### config.mk
export PLATFORM = sky130hd
export DESIGN_NAME = dat_serial_wrapper
export DESIGN_NICKNAME = d
export VERILOG_FILES = /design/src/rtl/sd_dat_pkg.sv /design/src/rtl/sd_crc16.sv /design/src/rtl/dat_serial_wrapper.sv
export SDC_FILE = /design/constraint.sdc
export NUM_CORES = 1
export LEC_CHECK = 0
export CORE_UTILIZATION = 45
export CTS_CLUSTER_SIZE = 25
export DETAILED_ROUTE_END_ITERATION = 16
export GPL_TIMING_DRIVEN = 0
export PLACE_DENSITY = 0.71
export SLEW_MARGIN = 10
export SYNTH_ARGS = -nofsm -noshare
export SYNTH_HDL_FRONTEND = slang
export SYNTH_SLANG_ARGS = --single-unit
### constraint.sdc
create_clock -name sd_clock -period 6.4 [get_ports sd_clock]
set_input_delay 1.28 -clock sd_clock [delete_from_list [all_inputs] [get_ports sd_clock]]
set_output_delay 1.28 -clock sd_clock [all_outputs]
set_load 0.1 [all_outputs]
### src/rtl/sd_dat_pkg.sv
// Shared constants for the SD DAT-line serializer: frame geometry, CRC16
// polynomial, status token and FSM state encoding.
package sd_dat_pkg;

  localparam int unsigned DATA_BITS = 32;
  localparam int unsigned CRC_BITS  = 16;

  localparam logic [15:0] CRC_POLY  = 16'h1021;
  localparam logic [2:0]  STATUS_OK = 3'b010;

  // start + data + crc + end
  localparam int unsigned TX_FRAME_BITS = 1 + DATA_BITS + CRC_BITS + 1;
  localparam int unsigned STATUS_BITS   = 3;

  localparam logic [3:0] IDLE     = 4'd0;
  localparam logic [3:0] TX_START = 4'd1;
  localparam logic [3:0] TX_DATA  = 4'd2;
  localparam logic [3:0] TX_CRC   = 4'd3;
  localparam logic [3:0] TX_END   = 4'd4;
  localparam logic [3:0] TX_DONE  = 4'd5;
  localparam logic [3:0] ST_WAIT  = 4'd6;
  localparam logic [3:0] ST_BITS  = 4'd7;
  localparam logic [3:0] ST_END   = 4'd8;
  localparam logic [3:0] ST_BUSY  = 4'd9;
  localparam logic [3:0] RX_WAIT  = 4'd10;
  localparam logic [3:0] RX_DATA  = 4'd11;
  localparam logic [3:0] RX_CRC   = 4'd12;
  localparam logic [3:0] RX_END   = 4'd13;
  localparam logic [3:0] RX_DONE  = 4'd14;

endpackage

### src/rtl/sd_crc16.sv
// Serial CRC16 LFSR, one bit per enabled clock, MSB-first shift.
module sd_crc16
  import sd_dat_pkg::*;
#(
  parameter logic [15:0] POLY = sd_dat_pkg::CRC_POLY
) (
  input  logic        sd_clock,
  input  logic        reset,
  input  logic        clear,
  input  logic        enable,
  input  logic        bit_in,
  output logic [15:0] crc
);

  logic [15:0] crc_q;
  logic [15:0] crc_d;
  logic        fb;

  always_comb begin
    fb    = bit_in ^ crc_q[15];
    crc_d = crc_q;
    if (clear) begin
      crc_d = '0;
    end else if (enable) begin
      crc_d = {crc_q[14:0], 1'b0} ^ (fb ? POLY : 16'h0000);
    end
  end

  always_ff @(posedge sd_clock) begin
    if (reset) begin
      crc_q <= '0;
    end else begin
      crc_q <= crc_d;
    end
  end

  assign crc = crc_q;

endmodule

### src/rtl/dat_serial_wrapper.sv
// SD DAT-line serializer/deserializer: frames one 32-bit word with CRC16 on
// write, decodes the CRC status token and busy, and receives/checks read frames.
module dat_serial_wrapper #(
  parameter logic [15:0] CRC_POLY  = sd_dat_pkg::CRC_POLY,
  parameter int unsigned DATA_BITS = sd_dat_pkg::DATA_BITS
) (
  input  logic                 sd_clock,
  input  logic                 reset,
  input  logic                 reset_wrapper,
  input  logic                 enable_pts,
  input  logic                 enable_stp,
  input  logic                 load_send,
  input  logic                 waiting_response,
  input  logic [DATA_BITS-1:0] data_in,
  input  logic                 dat_in,
  output logic                 dat_out,
  output logic                 dat_oe,
  output logic                 transmission_complete,
  output logic                 reception_complete,
  output logic [DATA_BITS-1:0] data_out,
  output logic                 crc_error,
  output logic [2:0]           crc_status,
  output logic                 write_error
);

  import sd_dat_pkg::*;

  localparam logic [5:0] DATA_LAST   = 6'(DATA_BITS - 1);
  localparam logic [5:0] CRC_LAST    = 6'(CRC_BITS - 1);
  localparam logic [5:0] STATUS_LAST = 6'(STATUS_BITS - 1);

  logic                 rst_any;
  logic [3:0]           state_q, state_d;
  logic [5:0]           cnt_q, cnt_d;
  logic [DATA_BITS-1:0] shift_q, shift_d;
  logic                 dat_out_q, dat_out_d;
  logic                 dat_oe_q, dat_oe_d;
  logic                 tc_q, tc_d;
  logic                 rc_q, rc_d;
  logic [DATA_BITS-1:0] data_out_q, data_out_d;
  logic                 crc_error_q, crc_error_d;
  logic [2:0]           crc_status_q, crc_status_d;
  logic                 write_error_q, write_error_d;
  logic                 mismatch_q, mismatch_d;

  logic                 crc_clear;
  logic                 crc_en;
  logic                 crc_bit;
  logic [15:0]          crc_val;

  assign rst_any = reset | reset_wrapper;

  sd_crc16 #(.POLY(CRC_POLY)) u_crc (
    .sd_clock (sd_clock),
    .reset    (rst_any),
    .clear    (crc_clear),
    .enable   (crc_en),
    .bit_in   (crc_bit),
    .crc      (crc_val)
  );

  always_comb begin
    state_d       = state_q;
    cnt_d         = cnt_q;
    shift_d       = shift_q;
    dat_out_d     = dat_out_q;
    dat_oe_d      = dat_oe_q;
    tc_d          = tc_q;
    rc_d          = rc_q;
    data_out_d    = data_out_q;
    crc_error_d   = crc_error_q;
    crc_status_d  = crc_status_q;
    write_error_d = write_error_q;
    mismatch_d    = mismatch_q;
    crc_clear     = 1'b0;
    crc_en        = 1'b0;
    crc_bit       = 1'b0;

    case (state_q)
      IDLE: begin
        if (enable_pts && load_send) begin
          state_d   = TX_START;
          shift_d   = data_in;
          crc_clear = 1'b1;
          tc_d      = 1'b0;
          rc_d      = 1'b0;
        end else if (enable_stp) begin
          state_d = RX_WAIT;
        end
      end
      TX_START: begin
        dat_oe_d  = 1'b1;
        dat_out_d = 1'b0;
        cnt_d     = '0;
        state_d   = TX_DATA;
      end
      TX_DATA: begin
        dat_out_d = shift_q[DATA_BITS-1];
        shift_d   = {shift_q[DATA_BITS-2:0], 1'b0};
        crc_en    = 1'b1;
        crc_bit   = shift_q[DATA_BITS-1];
        cnt_d     = cnt_q + 6'd1;
        if (cnt_q == DATA_LAST) begin
          cnt_d   = '0;
          state_d = TX_CRC;
        end
      end
      TX_CRC: begin
        // CRC is frozen here; ~cnt walks bit 15 down to bit 0
        dat_out_d = crc_val[~cnt_q[3:0]];
        cnt_d     = cnt_q + 6'd1;
        if (cnt_q == CRC_LAST) begin
          state_d = TX_END;
        end
      end
      TX_END: begin
        dat_out_d = 1'b1;
        state_d   = TX_DONE;
      end
      TX_DONE: begin
        tc_d     = 1'b1;
        dat_oe_d = 1'b0;
        state_d  = waiting_response ? ST_WAIT : IDLE;
      end
      ST_WAIT: begin
        if (!dat_in) begin
          cnt_d   = '0;
          state_d = ST_BITS;
        end
      end
      ST_BITS: begin
        crc_status_d = {crc_status_q[1:0], dat_in};
        cnt_d        = cnt_q + 6'd1;
        if (cnt_q == STATUS_LAST) begin
          state_d = ST_END;
        end
      end
      ST_END: begin
        write_error_d = (crc_status_q != STATUS_OK) || !dat_in;
        state_d       = ST_BUSY;
      end
      ST_BUSY: begin
        if (dat_in) begin
          rc_d    = 1'b1;
          state_d = IDLE;
        end
      end
      RX_WAIT: begin
        if (!dat_in) begin
          cnt_d      = '0;
          crc_clear  = 1'b1;
          mismatch_d = 1'b0;
          state_d    = RX_DATA;
        end
      end
      RX_DATA: begin
        shift_d = {shift_q[DATA_BITS-2:0], dat_in};
        crc_en  = 1'b1;
        crc_bit = dat_in;
        cnt_d   = cnt_q + 6'd1;
        if (cnt_q == DATA_LAST) begin
          cnt_d   = '0;
          state_d = RX_CRC;
        end
      end
      RX_CRC: begin
        // compare each received CRC bit on the fly instead of buffering it
        if (dat_in != crc_val[~cnt_q[3:0]]) begin
          mismatch_d = 1'b1;
        end
        cnt_d = cnt_q + 6'd1;
        if (cnt_q == CRC_LAST) begin
          state_d = RX_END;
        end
      end
      RX_END: begin
        if (!dat_in) begin
          mismatch_d = 1'b1;
        end
        state_d = RX_DONE;
      end
      RX_DONE: begin
        data_out_d  = shift_q;
        crc_error_d = mismatch_q;
        rc_d        = 1'b1;
      end
      default: begin
        state_d = IDLE;
      end
    endcase

    if (!enable_pts && (state_q inside {TX_START, TX_DATA, TX_CRC, TX_END})) begin
      state_d   = IDLE;
      dat_oe_d  = 1'b0;
      dat_out_d = 1'b1;
    end
    if (!enable_stp && (state_q inside {RX_WAIT, RX_DATA, RX_CRC, RX_END})) begin
      state_d = IDLE;
    end
  end

  always_ff @(posedge sd_clock) begin
    if (rst_any) begin
      state_q       <= IDLE;
      cnt_q         <= '0;
      shift_q       <= '0;
      dat_out_q     <= 1'b1;
      dat_oe_q      <= 1'b0;
      tc_q          <= 1'b0;
      rc_q          <= 1'b0;
      data_out_q    <= '0;
      crc_error_q   <= 1'b0;
      crc_status_q  <= '0;
      write_error_q <= 1'b0;
      mismatch_q    <= 1'b0;
    end else begin
      state_q       <= state_d;
      cnt_q         <= cnt_d;
      shift_q       <= shift_d;
      dat_out_q     <= dat_out_d;
      dat_oe_q      <= dat_oe_d;
      tc_q          <= tc_d;
      rc_q          <= rc_d;
      data_out_q    <= data_out_d;
      crc_error_q   <= crc_error_d;
      crc_status_q  <= crc_status_d;
      write_error_q <= write_error_d;
      mismatch_q    <= mismatch_d;
    end
  end

  assign dat_out               = dat_out_q;
  assign dat_oe                = dat_oe_q;
  assign transmission_complete = tc_q;
  assign reception_complete    = rc_q;
  assign data_out              = data_out_q;
  assign crc_error             = crc_error_q;
  assign crc_status            = crc_status_q;
  assign write_error           = write_error_q;

endmodule

-- Word-level counts from Yosys, hierarchy flattened
Cells that the tools add are included.
- add/sub/neg operators: 1
- magnitude comparators: 1
- eq/ne operators: 32
- muxes and demuxes: 35
- bitwise operators: 5
- reductions and logical operators: 28
- operator list (operator ; count):
    32-bit one-hot mux with 3 select lines ; 1
    4-bit one-hot mux with 15 select lines ; 1
    4-bit 2-to-1 mux ; 10
    32-bit 2-to-1 mux ; 1
    4-bit == test (second input constant) ; 7
    2-bit != test (second input constant) ; 12
    6-bit one-hot mux with 4 select lines ; 1
    4-bit by 3-bit == test with 1-bit output (second input constant) ; 4
    16-bit bitwise XOR ; 1
    13-bit 2-to-1 mux ; 1
    6-bit 2-to-1 mux ; 2
    4-bit nonzero test ; 3
    10-bit AND reduction ; 1
    1-bit 2-to-1 mux ; 9
    3-bit nonzero test ; 3
    4-bit by 2-bit == test with 1-bit output (second input constant) ; 2
    1-bit one-hot mux with 2 select lines ; 4
    2-bit OR reduction ; 4
    6-bit by 1-bit adder with 6-bit output (second input constant) ; 1
    6-bit by 2-bit == test with 1-bit output (second input constant) ; 1
    6-bit by 4-bit == test with 1-bit output (second input constant) ; 1
    6-bit by 5-bit == test with 1-bit output (second input constant) ; 1
    1-bit one-hot mux with 3 select lines ; 2
    2-bit AND reduction ; 3
    20 further kinds ; 26
- bits in registers: 100
- bits of input ports: 40
- output and inout port bits: 41
- logic and storage cells: 115

-- Logic depth before layout (Yosys ltp)
- depth after elaboration: 6
- depth in mapped cells: 8
- mapped depth without buffers: 7

-- Cells and area by module
A second synthesis with hierarchy kept.
- cells, all modules: 544
- area, all modules: 4615.7 sq um
- modules (own cells, without submodules) (module ; times used ; cells an instance ; area an instance (sq um) ; seq. area each (sq um)):
    dat_serial_wrapper ; 1 ; 484 ; 3982.6 ; 1681.6
    sd_crc16 ; 1 ; 60 ; 633.1 ; 320.3

-- Worst setup path after synthesis
OpenSTA, ideal clock, no wires.
- path type: input to register
- from: input dat_in
- to: register u_crc.crc_q[12], in the netlist u_crc.crc[12]
- setup time: 118 ps
- data arrival time: 2365 ps
- required time: 6282 ps
- path slack: 3917 ps
- stages on the path: 4
- buffers on the path: 2
- cells stage by stage: clkbuf_1 -> o311ai_1 -> buf_2 -> nor2_1
- word-level cells in the longest chain between the ends: 4
- elaborated cells on any way between the ends: 7
- classes of those cells: mux (4); bitwise (2); reduce/logical (1)
- RTL lines (what ; RTL line ; RTL):
    start, declared ; dat_serial_wrapper.sv:15 ; input logic dat_in,
    1-bit one-hot mux with 2 select lines ; dat_serial_wrapper.sv:79 ; case (state_q)
    1-bit bitwise XOR ; sd_crc16.sv:20 ; fb = bit_in ^ crc_q[15];
    13-bit 2-to-1 mux ; sd_crc16.sv:25 ; crc_d = {crc_q[14:0], 1'b0} ^ (fb ? POLY : 16'h0000);
    16-bit bitwise XOR ; sd_crc16.sv:25 ;
    end signal, assigned ; sd_crc16.sv:33 ; crc_q <= crc_d;
    end, declared ; sd_crc16.sv:15 ; logic [15:0] crc_q;
Several ways; a longest one is shown, not always the timed one.
A chain may end at the register's enable or synchronous reset.

-- Worst setup path in the final report
- from: register data_out_q[31], in the netlist data_out[31]
- to: output data_out[31]
- RTL lines (what ; RTL line ; RTL):
    start, declared ; dat_serial_wrapper.sv:40 ; logic [DATA_BITS-1:0] data_out_q, data_out_d;
    start signal, assigned ; dat_serial_wrapper.sv:224 ; data_out_q <= data_out_d;
    end, declared ; dat_serial_wrapper.sv:20 ; output logic [DATA_BITS-1:0] data_out,
No word-level cell between the ends.

==> flow_summary.toml <==
[critical_path]
slowest_delay_ns = 1.16
end_kind = "output port"
r2r-start = "state_q[1]$_SDFFE_PP0P_"
reg2reg_slack_ns = 3.91
reg2reg_depth = 7
r2r_end = "data_out[12]$_SDFFE_PP0N_"
path_delay_family = "buffers and inverters"
critPathBufInv = 1
critPathKind = "register to output port"
critPathRequiredTime_ns = 5.12
slowest_stage = "clkdlybuf4s50_1"
cp_cell_sequence = "clkdlybuf4s50_1"
path_max_fanout = 2
cp-start-kind = "register"
cp.arrival_ns = 1.93

[yosys]
yosysUniqueCellTypes = 60
yosysSeqAreaShare_pct = 44.56
ys_warn_count = 0
avgSynthCellArea_um2 = 8.052
syn-cell-area_um2 = 4493
synthCells = 558
synth_edf_count = 0
synth_fp_nets = 600
synth-seq-cells = 100
synth-main-ff-cell = "dfxtp_1"
synthArstFlopShare_pct = 0

[floorplanning]
dieArea_um2 = 10390
pin_count = 81
rows = 36
initial_utilization_pct = 46.18
die_x_um = 101.9
core_um2 = 9729
fp.dieH_um = 101.9

[sta]
period_share_pct = 50.13
period_needed_ns = 3.208
clock_skew_ns = 0.02056
setup_tns_ns = 0
tightest_slew_ns = 1.036
timing.slew.headroom_pct = 30.72
setup_viol = 0
fmax_mhz = 311.7
slew_violations = 0
hold_violations = 0
rsz0062_at_grt = "false"
fin_ws_ns = 3.192

[pwr]
combPwrFrac_pct = 16.3
switching_power_mw = 0.3715
p_int_mw = 0.8577
p_clk_share_pct = 31.4
ir_worst_vdd_mv = 0.1278
p_leak_nw = 1.833
switching_share_pct = 30.23
power_density_nw_per_um2 = 217.5
p_seq_share_pct = 52.3

[layout]
n_fill_cell = 902
nets = 691
syn_to_final_growth_pct = 25.79
layout_common_cells = "141 x nand2_1, 100 x dfxtp_1, 95 x a21oi_1, 80 x clkdlybuf4s50_1, 33 x a22oi_1"
ff_latch_area_um2 = 2002
n_antenna_cell = 0
drive_above_1_share_pct = 6.116
multi_input_comb_area_um2 = 2280
layout_commonest_cell = "nand2_1"

[min_path]
min_path_cells = 2
min_from = "dat_oe$_SDFFE_PP0P_"
hold_end = "dat_oe$_SDFFE_PP0P_"
worstHoldPathType = "register to register"

[drt]
ant_nets = 0
vias = 4368
drt_iter0_markers = 222
wirelength_mm = 11.90
wire_per_inst_um = 15.12
drcViolationCount = 0
drt-vias-per-instance = 5.550
dr.pass1.iters = 5

[global_route]
antenna_found_initial = 0
grt_pass1_vias = 3981
grt_pass1_wl_mm = 18.92
gr-usage-all-layers_pct = 23.06
grt_max_degree = 20
overflow = 0

[run]
cap_violations = 0

[clocking]
tritoncts = "yes"
clockRootBuffer = "clkbuf_8"
clock_path_buffers = 2
hold_buffers = 0
clk_latency_ns = 0.36
htreeDepth = 3
clock-sinks = 100
cts_repair_resize_count = 0
cts_buffers = 9
clk_pin_slew_ns = 0.10
postCtsSetupBuffers = 0

[place]
dp_hpwl_mm = 8.606
port_buffers = 80
gp_congestion = 0.9137
place_ws_ns = 3.012

[status]
outcome = "finished clean"
-- power groups by stage --
| stage | registers [mW] | clock network, mW | logic, mW |
|---|---|---|---|
| 6_report | 0.643 | 0.387 | 0.200 |
| 4_1_cts | 0.642 | 0.397 | 0.197 |
| 2_1_floorplan | 0.661 | 0 | 0.124 |
| 3_5_place_dp | 0.657 | 0 | 0.196 |
| 3_3_place_gp | 0.656 | 0 | 0.193 |
| 5_1_grt | 0.644 | 0.422 | 0.217 |
-- logic make-up after synthesis --
family / after synthesis / synth area share (%)
adder cells (fa/ha/maj): 2 / 0.5569
flip-flops: 100 / 44.56
AND/OR/NAND/NOR: 210 / 20.80
AO/OA/AOI/OAI: 178 / 24.39
buffers and inverters: 51 / 4.706
XOR/XNOR: 5 / 1.587
multiplexers: 12 / 3.397
-- through the flow --
stage | instances | cell area, um2 | total power, mW | utilization (%) | hold WS (ns)
detailed placement | 771 | 5460 | 0.8526 | 56.12 | 0.4465
floorplan | 558 | 4493 | 0.7846 | - | 0.4288
CTS | 787 | 5652 | 1.236 | 58.09 | 0.4618
global placement | 771 | 5460 | 0.8495 | 56.12 | 0.4418
global route | 787 | 5652 | 1.283 | 58.09 | 0.4711
finish | 787 | 5652 | 1.229 | 58.09 | 0.4579
-- routing by layer --
layer | part of all wire [%] | global-route usage, % | vias up
met5 | 0 | 0 | -
met4 | 1.8 | 8.022 | 0
met3 | 4.8 | 4.036 | 19
met2 | 47 | 37.16 | 136
met1 | 47 | 31.24 | 2068
li1 | - | - | 2145
-- flip-flops by register name (all words and copies together), names as in the netlist, 3 cells and up --
name and flops:
shift_q 32, state_q 4, crc_status 3, data_out 32
cnt_q 6, u_crc.crc 16
-- Yosys cell counts (all sizes together), types with 4 or more instances --
library cell    n  area [um2]
nand2         141       529.3
dfxtp         100        2002
a21oi          95       475.5
a22oi          33       247.7
clkbuf         32       120.1
nor2           24       90.09
buf            13       68.82
o21ai          10       50.04
mux2i           7       70.07
nor2b           7       43.79
inv             6       22.52
nand2b          6       37.54
nand3           5       25.02
nor3            4       20.02
o211ai          4       35.03
o31ai           4       30.03
or3             4       25.02
-- final cells by class --
type,count,share of cell area [%]
repair buffers,80,14.17
well taps,133,2.944
clock buffers,9,2.192
plain buffers,45,3.343
clock inverters,7,1.195
flip-flops and latches,100,35.42
multi-input cells,407,40.34
inverters,6,0.3985
-- worst min-delay path, cell delays in order (launching register included) --
cell and delay [ns]:
dfxtp_1 0.32, nand2_1 0.05, a21oi_1 0.05
-- worst max path at each step --
stage	start	end	slack, ns	depth (start not counted)
2_1_floorplan	dat_in	u_crc.crc[12]$_SDFFE_PP0N_	3.92	4
3_3_place_gp	dat_in	u_crc.crc[5]$_SDFFE_PP0N_	3.01	5
3_5_place_dp	dat_in	u_crc.crc[11]$_SDFFE_PP0N_	3.01	5
4_1_cts	crc_status[1]$_SDFFE_PP0P_	crc_status[1]	3.18	1
5_1_grt	crc_status[1]$_SDFFE_PP0P_	crc_status[1]	3.16	1
6_report	data_out[31]$_SDFFE_PP0N_	data_out[31]	3.19	1
(Power assumes the default switching activity.)
